File: config.mk
export PLATFORM = sky130hd
export DESIGN_NAME = vmerge_mask_seq
export DESIGN_NICKNAME = d
export VERILOG_FILES = /design/src/rtl/vmerge_mask_seq_pkg.sv /design/src/rtl/vmask_byte_expand.sv /design/src/rtl/vmerge_mask_seq.sv
export SDC_FILE = /design/constraint.sdc
export NUM_CORES = 1
export LEC_CHECK = 0
export ABC_AREA = 1
export BUFFER_PORTS_ARGS = -buffer_cell sky130_fd_sc_hd__buf_2
export CAP_MARGIN = 10
export CORE_MARGIN = 4
export CORE_UTILIZATION = 40
export DETAILED_ROUTE_END_ITERATION = 12
export MAX_ROUTING_LAYER = met4
export PLACE_DENSITY = 0.65
export SYNTH_ARGS = -nofsm -noshare
export SYNTH_HDL_FRONTEND = slang
export SYNTH_HIERARCHICAL = 1
export SYNTH_SLANG_ARGS = --single-unit
File: constraint.sdc
create_clock -name clk -period 4.5 [get_ports clk]
set_input_delay 0.9 -clock clk [delete_from_list [all_inputs] [get_ports clk]]
set_output_delay 0.9 -clock clk [all_outputs]
set_load 0.1 [all_outputs]
File: src/rtl/vmerge_mask_seq_pkg.sv
// Shared definitions for the vector merge mask sequencer: FSM state codes
// and the elements-per-beat helper.
package vmerge_mask_seq_pkg;

    localparam int unsigned STATE_WIDTH = 2;

    localparam logic [STATE_WIDTH-1:0] ST_IDLE      = 2'd0;
    localparam logic [STATE_WIDTH-1:0] ST_WAIT_MASK = 2'd1;
    localparam logic [STATE_WIDTH-1:0] ST_RUN       = 2'd2;

    // Elements carried by one beat: bytes per beat divided by element bytes.
    function automatic int unsigned sew_epb(input int unsigned mask_width,
                                            input logic [1:0] sew);
        return mask_width >> sew;
    endfunction

endpackage

File: src/rtl/vmask_byte_expand.sv
// Expands element mask bits to byte selects for one beat and forces tail
// elements (index >= vl) to select vec0.
module vmask_byte_expand #(
    parameter int unsigned MASK_WIDTH  = 8,
    parameter int unsigned MWORD_WIDTH = 64,
    parameter int unsigned VL_WIDTH    = 11,
    parameter int unsigned SEW_WIDTH   = 2,
    localparam int unsigned BP_WIDTH   = $clog2(MWORD_WIDTH)
) (
    input  logic [MWORD_WIDTH-1:0] mreg,
    input  logic [BP_WIDTH-1:0]    bit_ptr,
    input  logic [VL_WIDTH-1:0]    elem_ptr,
    input  logic [VL_WIDTH-1:0]    vl,
    input  logic [SEW_WIDTH-1:0]   sew,
    output logic [MASK_WIDTH-1:0]  mask_c
);

    localparam int unsigned EXT_WIDTH = VL_WIDTH + 1;

    // Element index widened by one bit so the tail test cannot overflow.
    always_comb begin
        mask_c = '0;
        for (int i = 0; i < MASK_WIDTH; i++) begin
            mask_c[i] = mreg[bit_ptr + BP_WIDTH'(i >> sew)]
                      & ((EXT_WIDTH'(elem_ptr) + EXT_WIDTH'(i >> sew)) < EXT_WIDTH'(vl));
        end
    end

endmodule

File: src/rtl/vmerge_mask_seq.sv
// Feeds the vector merge stage: walks operand beats of one merge instruction,
// pulling v0 mask words as needed and emitting byte-select masks per beat.
module vmerge_mask_seq
    import vmerge_mask_seq_pkg::*;
#(
    parameter int unsigned DATA_WIDTH  = 64,
    parameter int unsigned MASK_WIDTH  = 8,
    parameter int unsigned ADDR_WIDTH  = 32,
    parameter int unsigned MWORD_WIDTH = 64,
    parameter int unsigned VL_WIDTH    = 11,
    parameter int unsigned SEW_WIDTH   = 2
) (
    input  logic                   clk,
    input  logic                   rst,
    input  logic                   start,
    input  logic [VL_WIDTH-1:0]    start_vl,
    input  logic [SEW_WIDTH-1:0]   start_sew,
    input  logic [ADDR_WIDTH-1:0]  start_addr,
    output logic                   busy,
    output logic                   done,
    input  logic [MWORD_WIDTH-1:0] mword,
    input  logic                   mword_valid,
    output logic                   mword_ready,
    input  logic [DATA_WIDTH-1:0]  in_vec0,
    input  logic [DATA_WIDTH-1:0]  in_vec1,
    input  logic                   in_valid,
    output logic                   in_ready,
    output logic [ADDR_WIDTH-1:0]  out_addr,
    output logic [MASK_WIDTH-1:0]  out_mask,
    output logic [DATA_WIDTH-1:0]  out_vec0,
    output logic [DATA_WIDTH-1:0]  out_vec1,
    output logic                   out_valid,
    output logic                   out_last
);

    localparam int unsigned BP_WIDTH  = $clog2(MWORD_WIDTH);
    localparam int unsigned EXT_WIDTH = VL_WIDTH + 1;

    logic [STATE_WIDTH-1:0] state, state_next;
    logic [VL_WIDTH-1:0]    vl_q, elem_ptr;
    logic [SEW_WIDTH-1:0]   sew_q;
    logic [ADDR_WIDTH-1:0]  base_q, beat_cnt;
    logic [BP_WIDTH-1:0]    bit_ptr, bit_ptr_next;
    logic [MWORD_WIDTH-1:0] mreg;
    logic [MASK_WIDTH-1:0]  mask_c;
    logic [EXT_WIDTH-1:0]   epb_c;
    logic                   beat_last_c;
    logic                   start_go, start_zero, mword_take, beat_take;

    vmask_byte_expand #(
        .MASK_WIDTH (MASK_WIDTH),
        .MWORD_WIDTH(MWORD_WIDTH),
        .VL_WIDTH   (VL_WIDTH),
        .SEW_WIDTH  (SEW_WIDTH)
    ) u_expand (
        .mreg    (mreg),
        .bit_ptr (bit_ptr),
        .elem_ptr(elem_ptr),
        .vl      (vl_q),
        .sew     (sew_q),
        .mask_c  (mask_c)
    );

    assign epb_c        = EXT_WIDTH'(sew_epb(MASK_WIDTH, sew_q));
    assign bit_ptr_next = bit_ptr + BP_WIDTH'(epb_c);
    assign beat_last_c  = (EXT_WIDTH'(elem_ptr) + epb_c) >= EXT_WIDTH'(vl_q);

    always_ff @(posedge clk) begin
        if (rst) begin
            state <= ST_IDLE;
        end else begin
            state <= state_next;
        end
    end

    // Next state and per-cycle event decode.
    always_comb begin
        state_next = state;
        start_go   = 1'b0;
        start_zero = 1'b0;
        mword_take = 1'b0;
        beat_take  = 1'b0;
        case (state)
            ST_IDLE: begin
                if (start) begin
                    if (start_vl != '0) begin
                        start_go   = 1'b1;
                        state_next = ST_WAIT_MASK;
                    end else begin
                        start_zero = 1'b1;
                    end
                end
            end
            ST_WAIT_MASK: begin
                if (mword_valid) begin
                    mword_take = 1'b1;
                    state_next = ST_RUN;
                end
            end
            ST_RUN: begin
                if (in_valid) begin
                    beat_take = 1'b1;
                    if (beat_last_c) begin
                        state_next = ST_IDLE;
                    end else if (bit_ptr_next == '0) begin
                        state_next = ST_WAIT_MASK;
                    end
                end
            end
            default: state_next = ST_IDLE;
        endcase
    end

    // Handshake flags are registered from the next state so they match the state.
    always_ff @(posedge clk) begin
        if (rst) begin
            busy        <= 1'b0;
            done        <= 1'b0;
            mword_ready <= 1'b0;
            in_ready    <= 1'b0;
            out_addr    <= '0;
            out_mask    <= '0;
            out_vec0    <= '0;
            out_vec1    <= '0;
            out_valid   <= 1'b0;
            out_last    <= 1'b0;
            vl_q        <= '0;
            sew_q       <= '0;
            base_q      <= '0;
            elem_ptr    <= '0;
            bit_ptr     <= '0;
            beat_cnt    <= '0;
            mreg        <= '0;
        end else begin
            busy        <= (state_next != ST_IDLE);
            mword_ready <= (state_next == ST_WAIT_MASK);
            in_ready    <= (state_next == ST_RUN);
            done        <= start_zero | (beat_take & beat_last_c);
            out_valid   <= beat_take;
            out_last    <= beat_take & beat_last_c;
            out_mask    <= beat_take ? mask_c : '0;
            out_vec0    <= beat_take ? in_vec0 : '0;
            out_vec1    <= beat_take ? in_vec1 : '0;
            out_addr    <= beat_take ? (base_q + beat_cnt) : '0;
            if (start_go) begin
                vl_q     <= start_vl;
                sew_q    <= start_sew;
                base_q   <= start_addr;
                elem_ptr <= '0;
                bit_ptr  <= '0;
                beat_cnt <= '0;
            end
            if (mword_take) begin
                mreg <= mword;
            end
            if (beat_take) begin
                elem_ptr <= elem_ptr + VL_WIDTH'(epb_c);
                bit_ptr  <= bit_ptr_next;
                beat_cnt <= beat_cnt + ADDR_WIDTH'(1);
            end
        end
    end

endmodule

## Word level (Yosys, flattened, before mapping)

Index checks and enable logic that the tools add are counted.

| word-level totals | value |
|---|---|
| bits in registers | 334 |
| logic and storage cells | 125 |
| bits in read-only memories | 0 |
| bits in latches | 0 |
| memories | 0 |
| output and inout bits | 174 |
| bits in writable memories | 0 |

| operators by class | value |
|---|---|
| reduce and logical (&&, ||, !) cells | 6 |
| div/mod/pow operators | 0 |
| shift operators | 9 |
| $lt $le $gt $ge | 17 |
| muxes and demuxes | 39 |
| eq/ne operators | 4 |
| bitwise operators | 11 |
| multiply operators | 0 |
| $add $sub $neg | 21 |

Operator list:

| cell | number |
|---|---|
| $add 11x12->12 | 9 |
| $lt 12x11->1 | 8 |
| $mux 32 | 2 |
| $lt 6x7->1 const B | 8 |
| $add 6x6->6 | 9 |
| $bmux 1 s6 | 8 |
| $shr 3x2->12 const A | 4 |
| $add 32x1->32 const B | 1 |
| $add 32x32->32 | 1 |
| $shr 1x2->12 const A | 2 |
| $shr 2x2->12 const A | 2 |
| $mux 11 | 2 |
| $mux 1 | 18 |
| $ge 12x11->1 | 1 |
| $mux 2 | 6 |
| $mux 6 | 2 |
| $shr 4x2->12 const A | 1 |
| $add 11x11->11 | 1 |
| $reduce_bool 11->1 | 1 |
| $and 1x1->1 | 9 |
| $logic_not 6->1 | 1 |
| $pmux 2 s3 | 1 |
| $eq 2x1->1 const B | 2 |
| $eq 2x2->1 const B | 2 |
| 5 further kinds | 6 |

## Depth between registers and ports, before layout

| logic depth | value |
|---|---|
| word-level depth | 8 |
| mapped depth | 28 |
| gate-level depth less buffers | 28 |

## Cells and area by module

The synthesis kept the hierarchy.

Modules (own cells, without submodules):

| module | seq. area each (um^2) | times used | area each (um^2) | cells each |
|---|---|---|---|---|
| vmerge_mask_seq | 6686.4 | 1 | 13754.4 | 1809 |
| vmask_byte_expand | 0.0 | 1 | 9648.0 | 1791 |

## Least setup slack after synthesis

Ideal clock, no wire load.

| timing | value |
|---|---|
| kind | register -> register |
| start | register sew_q[1] |
| end | register out_mask[4] |
| period minus slack after synthesis | 3.186 ns |
| data arrival time | 3.122 ns |
| slack | 1.314 ns |
| path buffers | 2 |
| stages on the path, launching flop included | 22 |
| data required time | 4.436 ns |
| cells stage by stage | dfxtp_1 -> inv_1 -> ha_1 -> buf_6 -> inv_4 -> nand2_1 -> nand2_1 -> buf_2 -> nand3_1 -> o211ai_1 -> nand2_1 -> xor2_1 -> ha_1 -> a21oi_1 -> o21ai_0 -> o21bai_1 -> nand2_1 -> nand2_1 -> nand2_1 -> a21oi_1 -> inv_1 -> nor2_1 |

| between the ends | value |
|---|---|
| longest elaborated chain between the ends | 5 |
| elaborated cells between the ends (all ways) | 7 |
| classes of those cells | add/sub: 2; order compare: 1; shift: 1; mux: 2; bitwise: 1 |

RTL lines:

| element | line | source |
|---|---|---|
| start, declared | vmerge_mask_seq.sv:41 | `logic [SEW_WIDTH-1:0] sew_q;` |
| start signal, assigned | vmerge_mask_seq.sv:147 | `sew_q <= start_sew;` |
| $shr 3x2->12 (*) | vmask_byte_expand.sv:24 | `mask_c[i] = mreg[bit_ptr + BP_WIDTH'(i >> sew)]` |
| parallel branches: the longest is 3 deep, another holds $add 11x12->12 | n/a |  |
| $and 1x1->1 (*) | vmask_byte_expand.sv:25 | `& ((EXT_WIDTH'(elem_ptr) + EXT_WIDTH'(i >> sew)) < EXT_WIDTH'(vl));` |
| named net mask_c[4] | vmerge_mask_seq.sv:45 | `logic [MASK_WIDTH-1:0] mask_c;` |
| end signal, assigned | vmerge_mask_seq.sv:141 | `out_mask <= beat_take ? mask_c : '0;` |
| end, declared | vmerge_mask_seq.sv:29 | `output logic [MASK_WIDTH-1:0] out_mask,` |

Mark *: on every way through the listed nets, which the timed path passes. The select of a mux whose other input is x is not followed.
A chain may end at the register's enable or synchronous reset.

## Worst setup path after layout

Same ends and word-level chain as after synthesis.

==> results by group <==
Logic synthesis
  – Synth Area in XOR/XNOR: 4.45%
  – Synth Area in Compound Gates: 16.6%
  – Ys flop type: dfxtp_1
  – Largest family of logic cells by synthesized area: simple AND/OR/NAND/NOR gates
  – Syn Area/Cell: approximately 6.5 um^2
  – Adder-cell share of the synthesized area: 8.71%
  – Seq/Total Area, Yosys: 28.6%
  – Flip-flop and latch count after synthesis: 334
  – Synthesized Nets: roughly 4000
  – Synth Area in Simple Gates: 30.9%
  – Distinct cell type count after synthesis: 67
  – Cell Area, Synth: 0.0234 mm^2
  – EDFF count, synth: 0
  – Asr flop ratio synth: 0%
  – Ys Warns: 6
  – Mapped Cells: 3600
  – Multiplexer share of the synthesized area: 0%

Clocking
  – CTS tree: done
  – H-tree depth: 2
  – Clock tree buffer depth: 3
  – Clock Pin Slew Worst Setup and Hold Paths: ~0.060 ns
  – Postcts setup bufs: 0
  – Total CTS buffers: 38
  – Post-CTS Resized: 0
  – Skew-Pair Late Insertion Delay: 0.60 ns
  – Num Clock Sinks: 334
  – Root Driver: clkbuf_16
  – Hold buffers post-CTS: 0

Drt
  – Drt total wl: 87900 um
  – Vias: roughly 25000
  – DRC viols: 0
  – ANT nets after route: 0
  – Vias per cell: between 5 and 6
  – DR WL/cell: approximately 19 um
  – Initial DRC Count: 2634
  – DR pass1 iterations: 7

Power
  – Peak supply drop: 0.277 mV
  – Leakage: ~0.014 uW
  – Pwr per Cell Area: roughly 300 mW/mm^2

Setup path
  – Crit path max fanout: 13
  – Worst reg2reg path depth: 19
  – RR Endpoint: out_mask[4]
  – Reg2reg start: sew_q[1]
  – Worst setup EP type: flip-flop
  – Setup crit start kind: flip-flop
  – Required @ worst endpoint: about 5 ns
  – CP arrival: 4.29 ns
  – Setup CP Type: flip-flop to flip-flop
  – R2r setup slk: between 0.7 and 0.8 ns

Timing
  – Worst rel slew slack: a little under two fifths
  – Min Tclk post-route: 3.77 ns
  – Setup tns final: 0 ns
  – Slew Limit Fails: 0
  – Count of final setup violators: 0
  – Clock Skews: 0.0208 ns
  – Least-Margin Pin Slew: 0.940 ns
  – RSZ-0062 raised after global routing: no
  – Final Hold Violating Endpoints: 0
  – Final period util: 83.8%
  – FMAX: 265 MHz

Cells and area
  – Layout area overhead: 16.6%
  – Fillcell total: roughly 6000
  – Commonest non-fill, non-tap cells in the layout: nand2_1, inv_1, buf_2, nand3_1, a21oi_1
  – Share of layout cells above drive strength 1: between 10% and 20%
  – Design area: 0.0273 mm^2
  – Nets: 4331
  – Number of cells in the finished layout apart from fillers: 4729
  – Commonest non-fill, non-tap cell in the layout: nand2_1
  – Final core occ: between 40% and 50%

Job
  – Max-cap violations: 0

Worst hold path
  – WHS Endpoint: mreg[25]
  – Worst Hold Path Cells: 2
  – Min-delay src: mreg[25]
  – Hold Path Class: flip-flop to flip-flop

Floorplan
  – Full die area: around 0.062 mm^2
  – Die W: between 200 and 250 um
  – Initial Util: 40.5%
  – Boundary Pins: approximately 420
  – Num rows: about 90
  – Core ar.: 0.0578 mm^2
  – Die Span Y: 250 um

Global route
  – Number of global-route vias before repair: around 24000
  – Global Route Usage Sum: 27.8%
  – Total congestion overflow: 0
  – First-pass GRT wire length: 136000 um
  – Largest net degree at the start of global routing: 79
  – Initial antenna violation count: 6

Placed design
  – Port-buffer cells: 415
  – RePlAce Congestion: 1.06
  – DP Area: about 0.026 mm^2
  – Cell count after placement: 4654
  – HPWL after DPL: 66600 um

Run status
  – Status: finished, final reports clean
[layout make-up]
type,count,area [um^2],share of cell area [%]
antenna,6,15.0,0.0550
clock buffer,47,1010,3.72
clock inverter,22,229,0.839
inverter,470,1790,6.55
multi-input combinational,2631,14200,52.1
sequential,334,6690,24.5
tap,765,957,3.51
timing repair buffer,454,2380,8.74
[layer usage]
layer / part of all wire (%) / global-route usage [%] / routed length, um / up-vias
li1: - / - / - / 12400
met5: 0 / - / 0 / -
met1: 42 / 35.8 / 37300 / 11200
met4: 5.3 / 13.2 / 4690 / 0
met3: 8.7 / 5.36 / 7630 / 278
met2: 43 / 42.0 / 38200 / 1145
[critical path, stage by stage (launching register included)]
cell and delay, ns:
dfxtp_1 0.30, buf_4 0.18, inv_1 0.31, ha_1 0.54, nand2_1 0.10, nand2_1 0.39, inv_1 0.08, o211ai_1 0.39
nand2_1 0.11, xor2_1 0.17, ha_1 0.31, a21oi_1 0.16, o21ai_0 0.10, o21bai_1 0.14, nand2_1 0.06, nand2_1 0.05
nand2_1 0.05, a21oi_1 0.12, inv_1 0.05, nor2_1 0.08
[where the power goes]
part / total, uW / switching [uW] / internal (uW)
registers: 3110 / 76.3 / 3040
logic: 1840 / 1290 / 551
clock network: 3120 / 1420 / 1710
total: 8070 / 2780 / 5290
[cell families after synthesis]
group,count (synthesis)
and+or+nand+nor,1663
AOI/OAI and AO/OA,708
buffers and inverters,635
DFF,334
adders and majority gates,160
xor gates and xnor gates,100
[synthesized netlist by cell type (all sizes together), types with 3 or more instances]
cell,n,area [um^2]
or2,17,106
nand4,24,150
clkinv,6,23.8
nor2,322,1280
xor2,92,963
a21oi,353,1800
buf,76,404
o21a,3,22.5
inv,464,1760
ha,155,1940
clkbuf,89,338
a31oi,7,43.8
nand2,898,3510
a211oi,5,37.5
dfxtp,334,6690
nand3b,3,22.5
xnor2,8,77.6
o211ai,57,428
fa,5,100
o22ai,5,31.3
nor4,10,93.8
nor3b,4,50.1
o21bai,9,67.6
nor3,28,194
a21boi,3,22.5
o21ai,244,1250
a221oi,3,26.3
nand3,355,1800
a21o,9,67.6
[through the flow]
stage	worst slack (ns)	total power [uW]	hold slack, ns
global placement	0.770	4950	0.454
detailed placement	0.775	4960	0.458
floorplan	1.31	4400	0.441
global route	0.314	8480	0.483
CTS	0.751	8100	0.466
finish	0.727	8070	0.467
[worst max path at each step]
| stage | from | end | cells past startpoint |
|---|---|---|---|
| after global routing | sew_q[1] | out_mask[4] | 19 |
| after detailed placement | sew_q[1] | out_mask[4] | 19 |
| after global placement | sew_q[1] | out_mask[2] | 19 |
| after floorplan | sew_q[1] | out_mask[4] | 21 |
| after CTS | sew_q[1] | out_mask[4] | 19 |
| final | sew_q[1] | out_mask[4] | 19 |
[registers in the layout (all words and copies together) (netlist names), 2 cells and up]
register,flops
state,2
base_q,32
out_vec0,64
out_mask,8
out_addr,32
out_vec1,64
sew_q,2
elem_ptr,11
beat_cnt,32
mreg,64
vl_q,11
bit_ptr,6
Power figures use the tool's default switching activity.
